<file path="src/rtl/decoder_onehot_seq_pkg.sv">
// ----------------------------------------------------------------------------
// decoder_onehot_seq_pkg
// Definitions shared by the registered one-hot decoder and its pulse timer.
// Contents:
//   state_t    - decoder state encoding (IDLE = 0, HOLD = 1, PULSE = 2)
//   MODE_LEVEL - in_mode value that requests a level-hold output
//   MODE_PULSE - in_mode value that requests a timed pulse output
// No ports (package).
// ----------------------------------------------------------------------------
package decoder_onehot_seq_pkg;

    typedef enum logic [1:0] {
        IDLE  = 2'd0,
        HOLD  = 2'd1,
        PULSE = 2'd2
    } state_t;

    localparam logic MODE_LEVEL = 1'b0;
    localparam logic MODE_PULSE = 1'b1;

endpackage

</file>
<file path="src/rtl/decoder_pulse_timer.sv">
// ----------------------------------------------------------------------------
// decoder_pulse_timer
// Down-counter that times how long a pulse-mode output stays asserted.
// A load presets the counter to PULSE_LEN-1, and done is high while the
// counter is zero. The counter therefore reads zero during the final pulse
// cycle. It stops at zero and never wraps.
// Ports:
//   clk   in  system clock
//   rst   in  synchronous active-high reset (counter -> 0)
//   clr   in  synchronous soft clear (counter -> 0)
//   load  in  preset counter to PULSE_LEN-1
//   count in  decrement while non-zero
//   done  out counter is zero
// ----------------------------------------------------------------------------
module decoder_pulse_timer #(
    parameter int unsigned PULSE_LEN = 4
) (
    input  logic clk,
    input  logic rst,
    input  logic clr,
    input  logic load,
    input  logic count,
    output logic done
);

    localparam int unsigned CW = $clog2(PULSE_LEN + 1);

    logic [CW-1:0] cnt;

    // Counter register. Reset and clear both return it to zero.
    // A load wins over counting. Counting saturates at zero, so a stray
    // count request can never wrap the counter around.
    always_ff @(posedge clk) begin
        if (rst) begin
            cnt <= '0;
        end else if (clr) begin
            cnt <= '0;
        end else if (load) begin
            cnt <= CW'(PULSE_LEN - 1);
        end else if (count && (cnt != '0)) begin
            cnt <= cnt - CW'(1);
        end
    end

    assign done = (cnt == '0);

endmodule

</file>
<file path="src/rtl/decoder_onehot_seq.sv">
// ----------------------------------------------------------------------------
// decoder_onehot_seq
// Registered, parametrised binary-to-one-hot decoder with a valid/ready input.
// Each accepted code either holds its output bit (level mode) or asserts it
// for PULSE_LEN cycles (pulse mode). Codes >= OUT_W produce a one-cycle err
// and leave the output idle. With ACTIVE_LOW set, the whole bus is inverted.
// Ports:
//   clk        in   system clock
//   rst        in   synchronous active-high reset
//   clr        in   synchronous soft clear back to IDLE (blocks accepts)
//   in_valid   in   in_code/in_mode are offered
//   in_ready   out  block can accept this cycle
//   in_code    in   binary code to decode (IN_W bits)
//   in_mode    in   0 = level-hold, 1 = timed pulse
//   out        out  registered one-hot decode (OUT_W bits)
//   out_active out  an output bit is currently asserted
//   err        out  one-cycle flag after an out-of-range accept
// ----------------------------------------------------------------------------
module decoder_onehot_seq
    import decoder_onehot_seq_pkg::*;
#(
    parameter int unsigned IN_W       = 3,
    parameter int unsigned OUT_W      = 8,
    parameter int unsigned PULSE_LEN  = 4,
    parameter bit          ACTIVE_LOW = 1'b0
) (
    input  logic             clk,
    input  logic             rst,
    input  logic             clr,
    input  logic             in_valid,
    output logic             in_ready,
    input  logic [IN_W-1:0]  in_code,
    input  logic             in_mode,
    output logic [OUT_W-1:0] out,
    output logic             out_active,
    output logic             err
);

    // Value of the output bus when nothing is asserted. XOR-ing the
    // active-high decode with this yields the optional inversion.
    localparam logic [OUT_W-1:0] OUT_IDLE = {OUT_W{ACTIVE_LOW}};

    state_t            state_q;
    state_t            state_d;
    logic [IN_W-1:0]   code_q;
    logic [IN_W-1:0]   code_d;
    logic [OUT_W-1:0]  out_d;
    logic              err_q;
    logic              err_d;
    logic              accept;
    logic              in_range;
    logic              timer_load;
    logic              timer_count;
    logic              timer_done;

    // A pulse in flight blocks new input until the pulse has finished.
    // A soft clear also blocks it, so a clr cycle can never accept.
    assign in_ready = !clr && (state_q != PULSE);
    assign accept   = in_valid && in_ready;

    // The compare is widened to 32 bits so that it stays legal even when
    // OUT_W == 2**IN_W, which makes it always true.
    assign in_range = (32'(in_code) < OUT_W);

    decoder_pulse_timer #(
        .PULSE_LEN (PULSE_LEN)
    ) u_timer (
        .clk   (clk),
        .rst   (rst),
        .clr   (clr),
        .load  (timer_load),
        .count (timer_count),
        .done  (timer_done)
    );

    // Next-state logic. IDLE and HOLD both accept. An in-range code selects
    // HOLD or PULSE from in_mode, and an out-of-range code drops to IDLE
    // with err. PULSE leaves once the timer reports its last cycle. clr
    // overrides all of this and forces IDLE.
    always_comb begin
        state_d     = state_q;
        code_d      = code_q;
        err_d       = 1'b0;
        timer_load  = 1'b0;
        timer_count = 1'b0;

        case (state_q)
            IDLE, HOLD: begin
                if (accept) begin
                    if (in_range) begin
                        code_d = in_code;
                        if (in_mode == MODE_PULSE) begin
                            state_d    = PULSE;
                            timer_load = 1'b1;
                        end else begin
                            state_d = HOLD;
                        end
                    end else begin
                        state_d = IDLE;
                        err_d   = 1'b1;
                    end
                end
            end
            PULSE: begin
                timer_count = 1'b1;
                if (timer_done) begin
                    state_d = IDLE;
                end
            end
            default: begin
                state_d = IDLE;
            end
        endcase

        if (clr) begin
            state_d    = IDLE;
            err_d      = 1'b0;
            timer_load = 1'b0;
        end
    end

    // One-hot decode of the next code. It is computed from next-state
    // values, so the registered bus changes on the same edge as the state.
    // A back-to-back replace therefore never shows an idle gap.
    always_comb begin
        out_d = '0;
        for (int unsigned k = 0; k < OUT_W; k++) begin
            out_d[k] = (state_d != IDLE) && (32'(code_d) == k);
        end
    end

    // State, code, output and error registers. Reset returns everything
    // to idle, and an inverted bus resets to all ones.
    always_ff @(posedge clk) begin
        if (rst) begin
            state_q <= IDLE;
            code_q  <= '0;
            out     <= OUT_IDLE;
            err_q   <= 1'b0;
        end else begin
            state_q <= state_d;
            code_q  <= code_d;
            out     <= out_d ^ OUT_IDLE;
            err_q   <= err_d;
        end
    end

    assign out_active = (state_q != IDLE);
    assign err        = err_q;

endmodule
</file>
<file path="config.mk">
export PLATFORM = sky130hd
export DESIGN_NAME = decoder_onehot_seq
export DESIGN_NICKNAME = d
export VERILOG_FILES = /design/src/rtl/decoder_onehot_seq_pkg.sv /design/src/rtl/decoder_pulse_timer.sv /design/src/rtl/decoder_onehot_seq.sv
export SDC_FILE = /design/constraint.sdc
export NUM_CORES = 1
export LEC_CHECK = 0
export CELL_PAD_IN_SITES_DETAIL_PLACEMENT = 1
export CELL_PAD_IN_SITES_GLOBAL_PLACEMENT = 1
export CORE_MARGIN = 5
export CORE_UTILIZATION = 47
export CTS_CLUSTER_DIAMETER = 200
export CTS_CLUSTER_SIZE = 10
export DETAILED_ROUTE_END_ITERATION = 8
export DONT_BUFFER_PORTS = 1
export PLACE_DENSITY = 0.77
export SYNTH_ARGS = -nofsm -noshare
export SYNTH_HDL_FRONTEND = slang
export SYNTH_SLANG_ARGS = --single-unit
</file>
<file path="constraint.sdc">
create_clock -name clk -period 3.1 [get_ports clk]
set_input_delay 0.155 -clock clk [delete_from_list [all_inputs] [get_ports clk]]
set_output_delay 0.155 -clock clk [all_outputs]
set_load 0.01 [all_outputs]
</file>
==> metrics.txt, run 1 <==
worst hold path endpoint=code_q[1]; Clock Path Buffers=2; DPL Wire Length=1090 um; CP endpoint kind=flip-flop; YS warnings=0; PostCTS Resize Cnt=0; initial antenna violation count=0; Layout Cells excl Fill=92; chip width=49.6 um; DRT Wirelength=1440 um; fin util=53.0%; post-CTS setup buffer count=0; Max Cap Viol=0; number of DRC markers in iteration 0=4; register area share after synthesis=43.5%; pre-CTS setup slack=1.24 ns; crit path DAT=2.05 ns; GPL Wtd Cong=0.752; FF-to-FF path depth=3; r2r endpoint=out[7]; Vias=505; Fillers=170; Final period util=60.7%; largest cells by area after synthesis=dfxtp_1, mux2i_1, nor4_1, mux2_4, ha_1; most frequent cell after synthesis=dfxtp_1; top_reg_cell synth=dfxtp_1; core box area=1490 sq um; CTS H-tree lvls=1; clock sinks=16; Cells after Synth=73; row cnt=14; FF-to-FF Start=state_q[1]; skew final=0.00878 ns; Pre-Repair DR Iteration Count=3; DRC=0; Post-Syn Area=736 sq um; diode count=0; drt via density=5.49; required time at the worst-slack endpoint=3.26 ns; Clk Latency, worst-skew pair=0.29 ns; PortBufs=0; Multi-input gate area=378 sq um; Die Ht=49.6 um; area leader, netlist=dfxtp_1; Reg area=320 sq um; Final nets=87; Remaining Overflow, GRT=0; vias in the first global route=519; routed wire length on met3=116 um; average routed wire per standard cell=15.7 um; Final WS setup=1.22 ns; Post-synth top cells=dfxtp_1, nor4_1, mux2i_1, nor2_1; WHS Path Cells=2; clock root buffer=clkbuf_4; Fin Setup TNS=0 ns; fraction of layout cells with a size suffix above 1=19.7%; CP Class=reg2reg; fin area=790 sq um; Post-Syn Nets=83; first-pass GRT wire length=2450 um; final setup violation count=0; number of buffers created by CTS=3; Starting Density=49.4%; synthesized flop and latch total=16; clk slew on worst S/H paths=0.10 ns; asr flop ratio synth=0%; mean area per synthesized cell=10.1 sq um; Slew @ Worst Pin=0.744 ns; unrepaired setup endpoints after global routing=no; pwr/cell area=496 nW/um^2; Routed Antenna Nets=0; Post-DP Area=733 sq um; worst min-delay path category=in2reg; dpl cells=86; fmax=0.531 GHz; M1 wire length=632 um; IO Pins=19; post-synth top area share=43.5%; Worst Path Max Fanout=8; metal2 WL=694 um; total track usage=13.1%; worst reg-to-reg setup slack=1.22 ns; fin. max-slew vios=0; VDD IR max=315 uV; Min Clock Period, post-route=1.88 ns; Synth cell types=26; status=finished, final reports clean; Post-synth EDFFs=0; largest net degree at the start of global routing=14; Hold Startpoint=in_code[1]; Pleak=0.000274 uW; Worst setup SP type=flip-flop; Area Growth Syn to Fin=7.31%; max_slew headroom=50.2%; die area=2460 sq um; hold_buf cts=2; uppermost routed layer=met3; TritonCTS clock tree=built; final hold violation count=0
-- placed cells by master, fill, tap and decap left out, types with 2 or more instances in the layout --
cell	netlist	routed
nor2_1	6	6
clkbuf_4	0	3
mux2_4	2	2
or2_2	2	2
ha_1	2	2
dfxtp_1	16	16
inv_1	4	4
nand2_1	3	3
nor2b_1	4	4
mux2i_1	6	6
dlygate4sd3_1	0	2
a21oi_1	4	4
nor4_1	9	9
-- how the worst max path moves through the flow --
stage	slack, ns	cells after the start	start	endpoint
final	1.22	3	state_q[1]	out[7]
after global routing	1.09	3	state_q[1]	out[3]
after CTS	1.22	3	state_q[1]	out[3]
after detailed placement	1.24	3	state_q[1]	out[3]
after global placement	1.32	3	state_q[1]	out[0]
after floorplan	1.50	6	u_timer.cnt[0]	u_timer.cnt[1]
-- state kept, by name (all words and copies together) (netlist names) --
name         flops
u_timer.cnt      3
out              8
code_q           3
state_q          2
-- cell type report --
cell class | instances | area share [%]
Multi-Input combinational cell | 50 | 47.9
Clock buffer | 4 | 4.60
Tap cell | 16 | 2.54
Timing Repair Buffer | 2 | 2.54
Inverter | 4 | 1.90
Sequential cell | 16 | 40.6
-- layer usage --
layer  global-route usage (%)  vias to the layer above
li1                         -                      264
met1                     15.2                      228
met2                     21.2                       13
met3                     6.93                        0
met4                     2.62                        0
met5                        0                        -
-- where the power goes --
part	switching (uW)	total [uW]	internal [uW]
Combinational	21.4	39.6	18.3
Sequential	4.88	215	210
Clock	65.6	137	71.5
Total	91.9	392	300
-- critical path, stage by stage (launching register included) --
cell     delay, ns
dfxtp_1       0.38
nor3b_2       0.66
mux2_4        0.36
nor4_1        0.35
-- logic make-up (layout without fill, tap and decap cells) --
group	Yosys count	after routing	synth area share [%]
buffers and inverters	7	10	5.10
adders and majority gates	2	2	3.40
xor gates and xnor gates	1	1	1.19
other	1	1	0.510
AOI/OAI and AO/OA	8	8	8.33
DFF	16	16	43.5
muxes	9	9	13.8
and+or+nand+nor	29	29	24.1
-- through the flow --
stage / total power (uW) / hold WS [ns]
after global routing: 417 / 0.0141
after detailed placement: 256 / 0.232
final: 392 / 0.0206
after global placement: 254 / 0.231
after CTS: 397 / 0.0171
after floorplan: 253 / 0.233
No activity file was read; power rests on OpenSTA's default activity.
==> inputs of run 2 (changes only) <==
Settings changed: CORE_ASPECT_RATIO set to 1.25, CORE_UTILIZATION 47 to 40, PLACE_DENSITY 0.77 to 0.69.
Clock period 3.1 ns to 1.55 ns, I/O delays scaled along.
==> run 2 against run 1 <==
The flow now finishes with violations (setup timing); critical path depth increased by 4; worst hold slack got worse by 0.0075 ns; maximum frequency increased by 17%; clock power increased by 100%; global-route usage decreased by 0.88 points; final area increased by 26%; routed wire length increased by 31%; power increased by 110%; final cell count increased by 15%; largest cell class unchanged; highest routed layer is now met4.
==> metrics.txt, run 2 (synthesis results as in run 1) <==
worst hold path endpoint=u_timer.cnt[1] (was code_q[1]); fin. max-slew vios=0 (unchanged); PortBufs=0 (unchanged); Worst Path Max Fanout=8 (unchanged); failing checks=setup timing; GPL Wtd Cong=0.733 (was 0.752); die area=2800 sq um (was 2460 sq um); Multi-input gate area=479 sq um (was 378 sq um); largest net degree at the start of global routing=15 (was 14); VDD IR max=404 uV (was 315 uV); status=complete, but fails checks (was finished, final reports clean); Min Clock Period, post-route=1.60 ns (was 1.88 ns); Clk Latency, worst-skew pair=0.28 ns (was 0.29 ns); DPL Wire Length=1120 um (was 1090 um); TritonCTS clock tree=built (unchanged); worst reg-to-reg setup slack=-0.05 ns (was 1.22 ns); skew final=0.00808 ns (was 0.00878 ns); r2r endpoint=out[0] (was out[7]); initial antenna violation count=0 (unchanged); Starting Density=41.7% (was 49.4%); Routed Antenna Nets=0 (unchanged); crit path DAT=1.80 ns (was 2.05 ns); Area Growth Syn to Fin=35.5% (was 7.31%); row cnt=17 (was 14); WHS Path Cells=2 (unchanged); Fin Setup TNS=-0.148 ns (was 0 ns); Max Cap Viol=0 (unchanged); Final nets=98 (was 87); final setup violation count=4 (was 0); Worst path max stage delay=0.35 ns (was 0.66 ns); Vias=571 (was 505); core box area=1770 sq um (was 1490 sq um); Final period util=104% (was 60.7%); chip width=48.4 um (was 49.6 um); total track usage=12.2% (was 13.1%); DRC=0 (unchanged); clock root buffer=clkbuf_4 (unchanged); most frequent cells in the layout=dfxtp_1, nor4_2, nor2_1, buf_4, mux2i_1 (was dfxtp_1, nor4_1, mux2i_1, nor2_1); Slew @ Worst Pin=0.701 ns (was 0.744 ns); CTS H-tree lvls=1 (unchanged); number of DRC markers in iteration 0=9 (was 4); CP endpoint kind=flip-flop (unchanged); Hold Startpoint=clr (was in_code[1]); worst min-delay path category=in2reg (unchanged); diode count=0 (unchanged); FF-to-FF path depth=7 (was 3); fmax=0.623 GHz (was 0.531 GHz); Pre-Repair DR Iteration Count=4 (was 3); FF-to-FF Start=u_timer.cnt[0] (was state_q[1]); Final WS setup=-0.0548 ns (was 1.22 ns); unrepaired setup endpoints after global routing=yes (was no); drt via density=5.39 (was 5.49); Pleak=0.000357 uW (was 0.000274 uW); Remaining Overflow, GRT=0 (unchanged); CP Class=reg2reg (unchanged); fin area=997 sq um (was 790 sq um); Fillers=194 (was 170); slowest cell on the critical path=dfxtp_2 (was nor3b_2); Top Registers=out: 8 flops, code_q: 3 flops, u_timer.cnt: 3 flops (unchanged); Clock Path Buffers=2 (unchanged); max FFs per register=8 (unchanged); first-pass GRT wire length=2700 um (was 2450 um); clk slew on worst S/H paths=0.10 ns (about the same); average routed wire per standard cell=17.8 um (was 15.7 um); Post-DP Area=790 sq um (was 733 sq um); commonest non-fill, non-tap cell in the layout=dfxtp_1 (unchanged); max_slew headroom=53.3% (was 50.2%); pwr/cell area=832 nW/um^2 (was 496 nW/um^2); required time at the worst-slack endpoint=1.75 ns (was 3.26 ns); Largest Register=out (unchanged); fraction of layout cells with a size suffix above 1=46.0% (was 19.7%); number of buffers created by CTS=3 (unchanged); crit-path cells=inv_2 -> ha_4 -> ha_4 -> nor3b_4 -> buf_6 -> o21bai_4 -> nor4_2 (was nor3b_2 -> mux2_4 -> nor4_1); IO Pins=19 (unchanged); Reg area=323 sq um (was 320 sq um); Worst setup SP type=flip-flop (unchanged); DRT Wirelength=1890 um (was 1440 um); vias in the first global route=584 (was 519); pre-CTS setup slack=-0.0191 ns (was 1.24 ns); Worst path most repeated cell=ha_4; final hold violation count=0 (unchanged); clock sinks=16 (unchanged); Die Ht=58.0 um (was 49.6 um)
[run 2: worst max path at each step]
| stage | start | end | slack, ns | cells after the start |
|---|---|---|---|---|
| detailed placement | u_timer.cnt[0] | out[2] | -0.02 | 6 |
| floorplan | u_timer.cnt[0] | u_timer.cnt[1] | 0.01 | 6 |
| global placement | u_timer.cnt[0] | out[3] | 0.03 | 6 |
| finish | u_timer.cnt[0] | out[0] | -0.05 | 7 |
| CTS | u_timer.cnt[0] | out[3] | -0.006 | 7 |
| global route | u_timer.cnt[0] | u_timer.cnt[1] | -0.13 | 7 |
[run 2: power by group]
part | internal (uW) | switching, uW | leakage (uW) | total (uW)
Clock | 143 | 134 | 0.0000210 | 277
Sequential | 421 | 9.26 | 0.000131 | 430
Combinational | 57.2 | 65.3 | 0.000205 | 122
[run 2: final cells by class]
class                      instances  area share [%]
clock buffer                       4            3.64
inverter                           4            1.51
multi-input combinational         50            48.1
sequential                        16            32.4
tap                               19            2.38
timing repair buffer              13            12.0
[run 2: what timing repair did]
action                     4_1_cts  5_1_grt
hold buffers                     4        1
pin swaps                        2        8
resized for setup                2       19
buffers inserted                 2        0
setup endpoints to repair        9       12
hold endpoints to repair        14        2
[run 2: stage by stage]
stage	total power [uW]	hold slack (ns)	cells	utilization, %
finish	829	0.0131	106	56.5
global route	868	0.0116	106	56.5
CTS	807	-0.0240	105	50.5
global placement	516	0.151	95	44.7
detailed placement	519	0.153	95	44.7
floorplan	508	0.156	73	-
[run 2: critical path: cells and delay by family, from the launching register on]
family                   cells  cell delay, ns
AND/OR/NAND/NOR              2            0.52
flip-flops                   1            0.35
adder cells (fa/ha/maj)      2            0.32
buffers and inverters        2            0.20
AO/OA/AOI/OAI                1            0.12
[run 2: routing by layer]
metal  track usage, %  vias up  share of wire, %
li1                 -      285                 -
met3             2.83        2               4.4
met2             21.6       13                50
met5                0        -                 0
met4             5.93        0              0.69
met1             13.5      271                45
